### src/rtl/ct_spsram_2048x32_req_ctrl.sv
// Request controller for a 2048x32 single-port SRAM macro.
// Optional zero-fill on reset: CT_SPSRAM_REQ_CTRL_INIT_EN.
`timescale 1ns/1ps
module ct_spsram_2048x32_req_ctrl #(
  parameter int ADDR_WIDTH = 11,
  parameter int DATA_WIDTH = 32,
  parameter int RSP_DEPTH  = 2
) (
  input  logic                  forever_cpuclk,
  input  logic                  cpurst_b,
  input  logic                  req_vld,
  output logic                  req_rdy,
  input  logic                  req_wr,
  input  logic [ADDR_WIDTH-1:0] req_addr,
  input  logic [DATA_WIDTH-1:0] req_wdata,
  input  logic [DATA_WIDTH-1:0] req_wmask,
  output logic                  rsp_vld,
  input  logic                  rsp_rdy,
  output logic [DATA_WIDTH-1:0] rsp_data,
  output logic                  init_done,
  output logic [ADDR_WIDTH-1:0] sram_a,
  output logic                  sram_cen,
  output logic                  sram_gwen,
  output logic [DATA_WIDTH-1:0] sram_wen,
  output logic [DATA_WIDTH-1:0] sram_d,
  input  logic [DATA_WIDTH-1:0] sram_q
);

  localparam int PW = $clog2(RSP_DEPTH);
  localparam int CW = PW + 1;

  logic                  run;
  logic                  hs;
  logic                  pop;
  logic                  push;
  logic                  rd_acc;
  logic                  full;
  logic                  empty;
  logic                  init_wr;
  logic [ADDR_WIDTH-1:0] init_a;

  logic                  cen_q, cen_d;
  logic                  gwen_q, gwen_d;
  logic [DATA_WIDTH-1:0] wen_q, wen_d;
  logic [ADDR_WIDTH-1:0] a_q, a_d;
  logic [DATA_WIDTH-1:0] d_q, d_d;

  logic                  rd_p1_q, rd_p1_d;
  logic                  rd_p2_q, rd_p2_d;
  logic [CW-1:0]         cnt_q, cnt_d;

  logic [DATA_WIDTH-1:0] fifo_q [RSP_DEPTH];
  logic [DATA_WIDTH-1:0] fifo_d [RSP_DEPTH];
  logic [CW-1:0]         wptr_q, wptr_d;
  logic [CW-1:0]         rptr_q, rptr_d;

`ifdef CT_SPSRAM_REQ_CTRL_INIT_EN
  typedef enum logic {
    ST_INIT,
    ST_RUN
  } state_e;

  state_e                state_q, state_d;
  logic [ADDR_WIDTH-1:0] init_addr_q, init_addr_d;
  logic                  init_fin_q, init_fin_d;

  // Zero-fill sweep: one write per cycle, then hand over to RUN.
  always_comb begin
    state_d     = state_q;
    init_addr_d = init_addr_q;
    init_fin_d  = init_fin_q;
    if (state_q == ST_INIT) begin
      if (init_fin_q) begin
        state_d = ST_RUN;
      end else if (init_addr_q == '1) begin
        init_fin_d = 1'b1;
      end else begin
        init_addr_d = init_addr_q + 1'b1;
      end
    end
  end

  // Init state register.
  always_ff @(posedge forever_cpuclk or negedge cpurst_b) begin
    if (!cpurst_b) begin
      state_q     <= ST_INIT;
      init_addr_q <= '0;
      init_fin_q  <= 1'b0;
    end else begin
      state_q     <= state_d;
      init_addr_q <= init_addr_d;
      init_fin_q  <= init_fin_d;
    end
  end

  assign run     = (state_q == ST_RUN);
  assign init_wr = (state_q == ST_INIT) & ~init_fin_q;
  assign init_a  = init_addr_q;
`else
  assign run     = 1'b1;
  assign init_wr = 1'b0;
  assign init_a  = '0;
`endif

  assign rsp_vld   = ~empty;
  assign pop       = rsp_vld & rsp_rdy;
  assign req_rdy   = run & ((cnt_q < CW'(RSP_DEPTH)) | pop);
  assign hs        = req_vld & req_rdy;
  assign rd_acc    = hs & ~req_wr;
  assign push      = rd_p2_q;
  assign init_done = run;

  // Next pin cycle: init write, accepted request, or idle hold.
  always_comb begin
    cen_d  = 1'b1;
    gwen_d = 1'b1;
    wen_d  = '1;
    a_d    = a_q;
    d_d    = d_q;
    if (init_wr) begin
      cen_d  = 1'b0;
      gwen_d = 1'b0;
      wen_d  = '0;
      a_d    = init_a;
      d_d    = '0;
    end else if (hs) begin
      cen_d = 1'b0;
      a_d   = req_addr;
      if (req_wr) begin
        gwen_d = 1'b0;
        wen_d  = ~req_wmask;
        d_d    = req_wdata;
      end
    end
  end

  // Pin registers, idle on reset.
  always_ff @(posedge forever_cpuclk or negedge cpurst_b) begin
    if (!cpurst_b) begin
      cen_q  <= 1'b1;
      gwen_q <= 1'b1;
      wen_q  <= '1;
      a_q    <= '0;
      d_q    <= '0;
    end else begin
      cen_q  <= cen_d;
      gwen_q <= gwen_d;
      wen_q  <= wen_d;
      a_q    <= a_d;
      d_q    <= d_d;
    end
  end

  assign sram_cen  = cen_q;
  assign sram_gwen = gwen_q;
  assign sram_wen  = wen_q;
  assign sram_a    = a_q;
  assign sram_d    = d_q;

  // Read tracking and credits (FIFO occupancy + reads in flight).
  always_comb begin
    rd_p1_d = rd_acc;
    rd_p2_d = rd_p1_q;
    cnt_d   = cnt_q + CW'(rd_acc) - CW'(pop);
  end

  // Read pipeline and credit counter.
  always_ff @(posedge forever_cpuclk or negedge cpurst_b) begin
    if (!cpurst_b) begin
      rd_p1_q <= 1'b0;
      rd_p2_q <= 1'b0;
      cnt_q   <= '0;
    end else begin
      rd_p1_q <= rd_p1_d;
      rd_p2_q <= rd_p2_d;
      cnt_q   <= cnt_d;
    end
  end

  assign empty = (wptr_q == rptr_q);
  assign full  = (wptr_q[PW] != rptr_q[PW]) &
                 (wptr_q[PW-1:0] == rptr_q[PW-1:0]);

  // Response FIFO update: capture Q on push, advance head on pop.
  always_comb begin
    fifo_d = fifo_q;
    wptr_d = wptr_q;
    rptr_d = rptr_q;
    if (push) begin
      fifo_d[wptr_q[PW-1:0]] = sram_q;
      wptr_d = wptr_q + CW'(1);
    end
    if (pop) begin
      rptr_d = rptr_q + CW'(1);
    end
  end

  // Response FIFO storage and pointers.
  always_ff @(posedge forever_cpuclk or negedge cpurst_b) begin
    if (!cpurst_b) begin
      for (int i = 0; i < RSP_DEPTH; i++) begin
        fifo_q[i] <= '0;
      end
      wptr_q <= '0;
      rptr_q <= '0;
    end else begin
      fifo_q <= fifo_d;
      wptr_q <= wptr_d;
      rptr_q <= rptr_d;
    end
  end

  assign rsp_data = fifo_q[rptr_q[PW-1:0]];

  a_no_overflow: assert property (
    @(posedge forever_cpuclk) disable iff (!cpurst_b)
    !(push & full)
  );

endmodule

### config.mk
export PLATFORM = sky130hd
export DESIGN_NAME = ct_spsram_2048x32_req_ctrl
export DESIGN_NICKNAME = d
export VERILOG_FILES = /design/src/rtl/ct_spsram_2048x32_req_ctrl.sv
export SDC_FILE = /design/constraint.sdc
export NUM_CORES = 1
export LEC_CHECK = 0
export ABC_AREA = 1
export BUFFER_PORTS_ARGS = -buffer_cell sky130_fd_sc_hd__buf_2
export CORE_UTILIZATION = 53
export DETAILED_ROUTE_END_ITERATION = 10
export PLACE_DENSITY = 0.83
export SYNTH_ARGS = -nofsm -noshare
export SYNTH_HDL_FRONTEND = slang
export SYNTH_SLANG_ARGS = --single-unit
### constraint.sdc
create_clock -name forever_cpuclk -period 3.7 [get_ports forever_cpuclk]
set_input_delay 0.37 -clock forever_cpuclk [delete_from_list [all_inputs] [get_ports forever_cpuclk]]
set_output_delay 0.37 -clock forever_cpuclk [all_outputs]
set_load 0.1 [all_outputs]
# Word level (Yosys, flattened, before mapping)
# Cells that the tools add are included.
# W data, S select, Z words.
# word_totals
elab_cells	43
inputBits	112
reg_bits	149
out_inout_bits	112
# classes
bitwise_logic	9
muxes	11
magnitude_cmp	4
add_sub_neg	4
reduce_logical	2
eq_ne	1
# ops
cell	n
$mux W32	6
$bwmux W64	1
$demux W32 S1	1
$not A32 Y32	1
$add A2 B1 Y2 const B	2
$ge A2 B2 Y1 const B	2
$not A1 Y2	2
$and A1 B1 Y1	3
$mux W1	3
$add A2 B1 Y2	1
$eq A2 B2 Y1	1
$lt A2 B1 Y1 const B	1
$lt A2 B2 Y1 const B	1
$not A1 Y1	2
$reduce_and A2 Y1	1
$sub A2 B1 Y2	1
$logic_and A1 B1 Y1	1
$or A1 B1 Y1	1

# Depth between registers and ports, before layout
# depth
depth_word	8
depth_mapped	12
mapped_depth_nobuf	10

# Least setup slack after synthesis
# Ideal clock, no wire load.
# synth_path
path_kind	flip-flop to output port
from	register rptr_q[0]
to	output port req_rdy
path_stages_with_launch	8
slack_ps	1541
t_arrival_ps	1789
path_cell_list	dfrtp_1 > buf_4 > nand2_1 > nand2_1 > nand2_2 > nand2_2 > nand2_4 > buf_2
# synth_between
elab_chain_cells	4
# synth_rtl
item	line	text
start: declaration	55	logic [CW-1:0] rptr_q, rptr_d;
start signal: assignment	209	rptr_q <= rptr_d;
$eq A2 B2 Y1	180	assign empty = (wptr_q == rptr_q);
$not A1 Y1	105	assign rsp_vld = ~empty;
named net rsp_vld	17	output logic rsp_vld,
$and A1 B1 Y1	106	assign pop = rsp_vld & rsp_rdy;
$or A1 B1 Y1	107	assign req_rdy = run & ((cnt_q < CW'(RSP_DEPTH)) | pop);
end: declaration	12	output logic req_rdy,
# The timed path passes the listed nets, and every way through them passes these cells.

# Worst setup path in the final report
# layout_path
from	register rptr_q[0]
to	output port req_rdy
# layout_between
elab_chain_cells	4
# layout_rtl
item	line
$eq A2 B2 Y1	180
$not A1 Y1	105
$and A1 B1 Y1	106
$or A1 B1 Y1	107
# Every way passes these cells.

==> results by group <==
Outcome
  – Outcome: finished, final reports clean

Critical path
  – Reg2Reg Launch Point: rptr_q[0]
  – CP startpoint kind: register
  – Worst endpoint required time: 3.33 ns
  – Slowest-stage cell, CP: inv_2
  – R2r endpoint: cnt_q[1]
  – Worst r2r path cells: 10
  – Crit path kind: reg -> out
  – CP max FO: 46
  – CP max stage delay: 0.45 ns
  – Flop-to-flop setup slack: 1.20 ns
  – Worst Setup End Kind: primary output
  – Top cell family by delay on the critical path: buffers and inverters
  – Critical-path cell list: inv_2 > nand2_1 > nand2_1 > nand2_2 > nand2_2 > nand2_4 > buf_2
  – Worst Path Buf+Inv: 2
  – Crit path DAT: 2.40 ns

Timing
  – Slew Limit Headroom: 28.6%
  – Fin Setup TNS: 0 ns
  – Clk_skew: 0.0128 ns
  – Final Hold Viols: 0
  – Final setup violation count: 0
  – Final Critical Period: 2.77 ns
  – Post-route clock period utilization: 74.9%
  – Max Fclk: 0.361 GHz
  – Slew Viols, Final: 0
  – RSZ-0062 raised after global routing: no
  – Worst slew pin tran: 1.07 ns

Final layout
  – Layout cells sized above 1: 33.5%
  – Fillers: 757
  – Area of the multi-input gates: 0.00179 mm2
  – Reg area: 0.00377 mm2
  – Fin nets: 990
  – P&R area growth vs syn: 34.9%

Logic synthesis
  – Post-synthesis sequential area ratio: 63.8%
  – Synth unique cells: 21
  – Synth Warn #: 0
  – Ys flop type: dfrtp_1
  – Syn avg cell area: 9.23 um2
  – Post-Syn Instances: 640
  – Mapped Nets: 754
  – Number of synthesized register bits: 149
  – Number of flops mapped to enable cells by yosys: 0
  – FFs w/ async S/R, synth: 100%
  – Area of the mapped netlist: 0.00591 mm2

Clocking
  – Clock-pin slew on the worst setup and hold paths: 0.06 ns
  – Cts bufs inserted: 17
  – Setup bufs post-CTS: 0
  – Hold_buf cts: 31
  – Clock Path Buffers: 2
  – Resize count post-CTS: 0
  – CTS HTree Levels: 4
  – Root buf cell: clkbuf_8
  – Clock sinks: 149
  – CTS tree: done
  – Clk_lat worst skew: 0.51 ns

Route
  – Vias per cell: 5.03
  – First drt pass iteration count: 4
  – Vias: 5177
  – DRC: 0
  – WL final: 14800 um
  – 1st-iter DRT viols: 275
  – Post-route antenna net violation count: 0
  – Routed WL per cell: 14.4 um

Job
  – Total of max-cap violations: 0

Floorplanning
  – Starting Density: 54.5%
  – Row count: 38
  – Core Region: 0.0108 mm2
  – Top-Level Pins: 224
  – Die area: 0.0116 mm2
  – Die Span X: 108 um
  – Die height: 108 um

Placed design
  – Routability cong.: 0.756
  – Buffers on Ports: 222
  – DP HPWL: 8690 um

GRT
  – First-pass GRT wire length: 23500 um
  – Antenna violations before repair: 1
  – Total track usage: 26.7%
  – Vias in the first global route: 5059
  – Total gr overflow: 0
  – Largest net degree at the start of global routing: 121

Hold path
  – Hold Crit Class: in -> async
[logic make-up after synthesis]
group / after synthesis / share of synthesized area, %
fa+ha+maj: 2 / 0.423
other cells: 1 / 0.0635
flops: 149 / 63.8
xor+xnor: 5 / 0.741
simple gates: 338 / 23.5
compound gates: 64 / 5.42
buf+inv: 81 / 6.03
[state kept, by name, indices dropped and copies added, names as in the netlist]
name	cells
rd_p1_q	1
sram_cen	1
cnt_q	2
sram_d	32
sram_wen	32
fifo_q	64
sram_a	11
push	1
rptr_q	2
wptr_q	2
sram_gwen	1
[worst max path at each step]
stage	from	endpoint	slack (ns)	depth (start not counted)
floorplan	rptr_q[0]	req_rdy	1.54	7
global placement	rptr_q[0]	cnt_q[1]	1.23	10
global route	rptr_q[0]	req_rdy	0.74	7
detailed placement	rptr_q[0]	cnt_q[1]	1.18	10
finish	rptr_q[0]	req_rdy	0.93	7
CTS	rptr_q[0]	req_rdy	0.87	7
[per-stage QoR]
step / cells / setup slack [ns] / hold WS, ns / cell area [um2] / utilization (%)
floorplan: 640 / 1.54 / 0.0744 / 5910 / -
global placement: 965 / 1.23 / 0.348 / 7030 / 64.9
detailed placement: 965 / 1.18 / 0.335 / 7030 / 64.9
CTS: 1028 / 0.873 / 0.00376 / 7960 / 73.4
global route: 1030 / 0.741 / 0.0744 / 7970 / 73.6
finish: 1030 / 0.927 / 0.00767 / 7970 / 73.6
[final cells by class]
type	instances	share of cell area, %
inverters	40	1.91
well taps	140	2.20
repair buffers	258	18.4
clock inverters	11	1.84
multi-input cells	410	22.4
flip-flops and latches	149	47.3
clock buffers	21	5.92
diodes	1	0.0314
[worst register-to-register path: cells and delay by family (launching register included)]
family                     cells  cell delay, ns
xor gates and xnor gates       1            0.12
and+or+nand+nor                7            1.19
adders and majority gates      1            0.24
DFF                            1            0.38
buffers and inverters          1            0.45
[metal layers]
metal	part of all wire, %	track usage (%)
met1	39	31.4
met2	51	45.5
met3	7.4	8.17
met4	3.0	10.8
met5	0	0
[cell usage after synthesis (3+ instances only)]
master	number	area share [%]
dfrtp_1	115	49
inv_1	38	2.4
o21ai_0	64	5.4
buf_4	6	0.76
nor2_1	4	0.25
buf_6	3	0.57
buf_2	4	0.34
nand3_1	11	0.93
nand2_1	287	18
dfstp_2	34	15
xor2_1	3	0.44
clkbuf_1	28	1.8
nand4_1	32	3.4
[cell usage in the layout (no fill, tap or decap), types with 2 or more instances in the layout]
master	count
nand2_1	285
buf_2	221
dfrtp_1	115
o21ai_0	64
inv_1	38
dfstp_2	34
nand4_1	32
dlygate4sd3_1	32
clkbuf_16	18
nand3_1	11
nand2_2	4
nor2_1	4
buf_4	4
xor2_1	3
bufinv_16	3
clkinv_4	3
clkinv_2	3
xnor2_1	2
ha_1	2
clkinvlp_4	2
clkbuf_1	2
Power is left out: the tool's default activity adds up to more than one toggle a clock period on the data nets, which glitch-free logic cannot reach.
